--- src/rtl/fp_mul_arbiter.sv ---
// Shares one IEEE-754 single-precision multiplier between two valid/ready requesters.
// Round-robin grant, registered operands/result, a single operation in flight.
module fp_mul_arbiter #(
  parameter int MUL_LAT = 1
) (
  input  logic        clk,
  input  logic        rst_n,
  input  logic        req0_valid,
  output logic        req0_ready,
  input  logic [31:0] req0_a,
  input  logic [31:0] req0_b,
  output logic        rsp0_valid,
  input  logic        rsp0_ready,
  output logic [31:0] rsp0_result,
  input  logic        req1_valid,
  output logic        req1_ready,
  input  logic [31:0] req1_a,
  input  logic [31:0] req1_b,
  output logic        rsp1_valid,
  input  logic        rsp1_ready,
  output logic [31:0] rsp1_result,
  output logic [31:0] mul_a,
  output logic [31:0] mul_b,
  input  logic [31:0] mul_result,
  output logic        busy
);

  localparam logic [1:0] IDLE = 2'd0;
  localparam logic [1:0] WAIT = 2'd1;
  localparam logic [1:0] RESP = 2'd2;

  generate
    if (MUL_LAT < 1 || MUL_LAT > 15) begin : g_bad_lat
      $error("fp_mul_arbiter: MUL_LAT must be within 1..15");
    end
  endgenerate

  logic [1:0]  state;
  logic [3:0]  cnt;
  logic        owner;
  logic        last_grant;
  logic [31:0] result;

  logic grant;
  logic accept;
  logic owner_ready;

  // Both valid: the requester not served last time wins; otherwise the lone valid one.
  always_comb begin
    grant = 1'b0;
    if (req0_valid && req1_valid) grant = ~last_grant;
    else if (req1_valid)          grant = 1'b1;
  end

  // Ready is gated by rst_n so nothing is offered while reset is held.
  assign accept      = rst_n && (state == IDLE) && (req0_valid || req1_valid);
  assign req0_ready  = accept && !grant;
  assign req1_ready  = accept && grant;
  assign owner_ready = owner ? rsp1_ready : rsp0_ready;

  // NOTE: every register here uses non-blocking assignment so all updates take
  // effect together at the edge, independent of statement order.
  always_ff @(posedge clk or negedge rst_n) begin
    if (!rst_n) begin
      state      <= IDLE;
      cnt        <= 4'd0;
      owner      <= 1'b0;
      last_grant <= 1'b1;
      mul_a      <= 32'd0;
      mul_b      <= 32'd0;
      result     <= 32'd0;
    end else begin
      case (state)
        IDLE: begin
          if (accept) begin
            mul_a      <= grant ? req1_a : req0_a;
            mul_b      <= grant ? req1_b : req0_b;
            owner      <= grant;
            last_grant <= grant;
            cnt        <= 4'(MUL_LAT);
            state      <= WAIT;
          end
        end
        WAIT: begin
          cnt <= cnt - 4'd1;
          if (cnt == 4'd1) begin
            result <= mul_result;
            state  <= RESP;
          end
        end
        RESP: begin
          if (owner_ready) state <= IDLE;
        end
        default: state <= IDLE;
      endcase
    end
  end

  // The result register drives both channels; valid alone says whose product it is.
  assign rsp0_valid  = (state == RESP) && !owner;
  assign rsp1_valid  = (state == RESP) && owner;
  assign rsp0_result = result;
  assign rsp1_result = result;
  assign busy        = (state != IDLE);

endmodule
--- config.mk ---
export PLATFORM = sky130hd
export DESIGN_NAME = fp_mul_arbiter
export DESIGN_NICKNAME = d
export VERILOG_FILES = /design/src/rtl/fp_mul_arbiter.sv
export SDC_FILE = /design/constraint.sdc
export NUM_CORES = 1
export LEC_CHECK = 0
export CAP_MARGIN = 15
export CORE_AREA = 2 2 117 119
export DETAILED_ROUTE_END_ITERATION = 10
export DIE_AREA = 0 0 119 121
export DONT_BUFFER_PORTS = 1
export PLACE_DENSITY = 0.56
export SLEW_MARGIN = 0
export SYNTH_ARGS = -nofsm -noshare
export SYNTH_HDL_FRONTEND = slang
export SYNTH_SLANG_ARGS = --single-unit
--- constraint.sdc ---
create_clock -name clk -period 1.41 [get_ports clk]
set_input_delay 0.282 -clock clk [delete_from_list [all_inputs] [get_ports clk]]
set_output_delay 0.282 -clock clk [all_outputs]
set_load 0.03 [all_outputs]
==> flow_metrics.tcl <==
set metrics [dict create \
    status "complete, but fails checks" \
    failed_checks "negative hold slack, negative setup slack" \
    core_area_um2 13100 \
    place_congestion 0.724 \
    synth_warnings 0 \
    vias 3417 \
    rsz0062_at_grt "yes" \
    grt_max_degree 106 \
    grt.total_usage 0.179 \
    whs_ns -0.374 \
    h-tree-depth 3 \
    dpl.cell_count 549 \
    avgViaCountPerCell 5.80 \
    fin_cells 589 \
    relSlewSlack 0.775 \
    finClkSkew_ns 0.00572 \
    synth.area.mux_share 0.0806 \
    synth_edf_count 0 \
    port_buffers 0 \
    synth_xor_area_frac 0.00184 \
    insertion_delay_ns 0.34 \
    final_hold_viol_count 104 \
    multiInputGateArea_um2 1870 \
    die_h_um 121 \
    synth_common_cells "dfrtp_1 (103), a221o_1 (64), a21boi_0 (59), buf_4 (34), mux2_2 (34)" \
    root_buffer "clkbuf_16" \
    synth_top_family_by_area "compound AO/OA/AOI/OAI gates" \
    grt_pass1_wl_um 19700 \
    antenna_found_initial 0 \
    synth-seq-cells 104 \
    drv_slew 0 \
    ant_nets 0 \
    cts_tree "yes" \
    crit_type "reg2out" \
    routed_wl_um 14400 \
    antennaDiodeCount 0 \
    ys_seq_area_frac 0.548 \
    grt_pass1_vias 3541 \
    synth_cell_types 30 \
    drive_gt1_frac 0.438 \
    synth-simple-area-share 0.0266 \
    crit_fanout 6 \
    setup_viol 107 \
    tightest_slew_ns 0.337 \
    peakVddDrop_mv 1.05 \
    clkSinkCount 104 \
    synth.top_cell.area_share 0.543 \
    nets 576 \
    power_leakage_nw 2.75 \
    period_needed_ns 1.66 \
    rows 42 \
    synth_top_area_cell "dfrtp_1" \
    clockBufferDepth 2 \
    syn_to_final_growth_pct 31.0 \
    async_reset_ff_frac 1.00 \
    synth_cells 367 \
    synthTopCellsByArea "dfrtp_1 (54%), a221o_1 (13%), a21boi_0 (9.3%)" \
    synth_compound_area_frac 0.246 \
    max_cap_viol_count 0 \
    synthFlopType "dfrtp_1" \
    gr-total-overflow 0 \
    drc 0 \
    setup_slack_ns -0.248 \
    synth.cell_area_um2 4750 \
    hold_path_class "in2async" \
    synth_most_common_cell "dfrtp_1" \
    max_freq_mhz 603 \
    critPathRequiredTime_ns 1.13 \
    clkTransAtPathRegs_ns 0.07 \
    drt-pass1-iter-count 4 \
    arrival_ns 1.38 \
    die_width_um 119 \
    p_per_area_nw_per_um2 2900 \
    dr.first_iter.drc_count 116 \
    synth.avg_cell_area_um2 12.9 \
    io_pins 299 \
    syn_nets 535 \
    reg2reg_depth 7 \
    min_period_over_period 1.18 \
    fillerInstances 1127 \
    hpwl_um 8530 \
    totalPowerFinal_mw 18.1 \
    dieArea_um2 14400 \
    wl_per_cell_um 24.5 \
    initial_core_util 0.363 \
    setup.worst_path.start_class "register" \
    synth-adder-area-share 0.00527 \
    endpoint_kind "primary output" \
    regArea_um2 2610 \
    cts_buffers 9 \
]
-- per-layer routing --
metal,up-vias,wire length [um],global-route usage
li1,1454,-,-
met1,1737,5370,0.199
met2,209,7810,0.320
met3,17,998,0.0503
met4,0,241,0.0751
met5,-,0,0
-- final cells by class --
type / instances / area share
flip-flops and latches: 104 / 0.419
well taps: 176 / 0.0354
inverters: 4 / 0.00241
clock buffers: 10 / 0.0384
clock inverters: 6 / 0.0145
multi-input cells: 194 / 0.300
repair buffers: 95 / 0.190
-- critical path, stage by stage, from the launching register on --
cell and delay (ns):
dfrtp_1 0.41, nor3b_4 0.24, and3_4 0.24, buf_12 0.14
-- path summary, 6_finish.rpt --
path,startpoint,endpoint,slack (ns)
max,state[1],req0_ready,-0.25
min,rst_n,rsp0_result[23],-0.37
max reg2reg,cnt[1],rsp0_result[18],-0.23
min reg2reg,rsp0_result[12],rsp0_result[12],0.51
max in group asynchronous,rst_n,last_grant,1.59
min in group clk,req1_a[9],mul_a[9],0.07
-- state kept, by name, summed over array words and instances (netlist names) --
register     flops
mul_a           32
mul_b           32
rsp0_result     32
cnt              4
state            2
last_grant       1
owner            1
-- cells in the final DEF (no fill, tap or decap), types with 2 or more instances in the layout --
cell type and count:
inv_1 3, clkbuf_16 17, mux2_2 32, a21oi_1 4, a21boi_1 47, bufinv_16 2
nand2b_4 2, buf_12 10, nor2_1 2, inv_6 2, a221o_1 64, buf_4 59
buf_16 7, nor3b_4 2, buf_6 9, and3_4 2, nor2_4 2, dfrtp_2 2
mux2_4 2, a21boi_2 16, nand2_1 2, dfrtp_1 101
-- cell families (layout without fill, tap and decap cells) --
group,count (synthesis),count (layout)
simple gates,21,21
mux,34,34
buf+inv,69,115
fa+ha+maj,2,2
compound gates,136,136
xor+xnor,1,1
flops,104,104
-- per-stage QoR --
stage                      util  hold slack [ns]  setup TNS (ns)  instance area, um^2  setup WS [ns]
final                     0.476           -0.374          -17.18                 6220         -0.248
after floorplan               -          -0.0136           -3.60                 4830        -0.0575
after global routing      0.476           -0.398          -24.21                 6220         -0.314
after CTS                 0.451           -0.393          -23.47                 5900         -0.330
after detailed placement  0.398          -0.0109           -9.77                 5210         -0.126
after global placement    0.398          -0.0112           -6.72                 5210        -0.0822
-- what timing repair did --
item                                    4_1_cts  5_1_grt
endpoints found under the setup margin      105      109
resized for setup                            28       92
pin swaps                                    10        2
hold endpoints to repair                    104      104
gates cloned                                  7       10
setup buffers                                 7        4
-- power by group --
| group | leakage, nW | total (mW) | switching (mW) | internal (mW) |
|---|---|---|---|---|
| clock network | 0.159 | 2.75 | 1.13 | 1.61 |
| logic | 1.33 | 8.67 | 4.78 | 3.89 |
| registers | 1.26 | 6.63 | 2.21 | 4.43 |
Power figures use the tool's default switching activity.
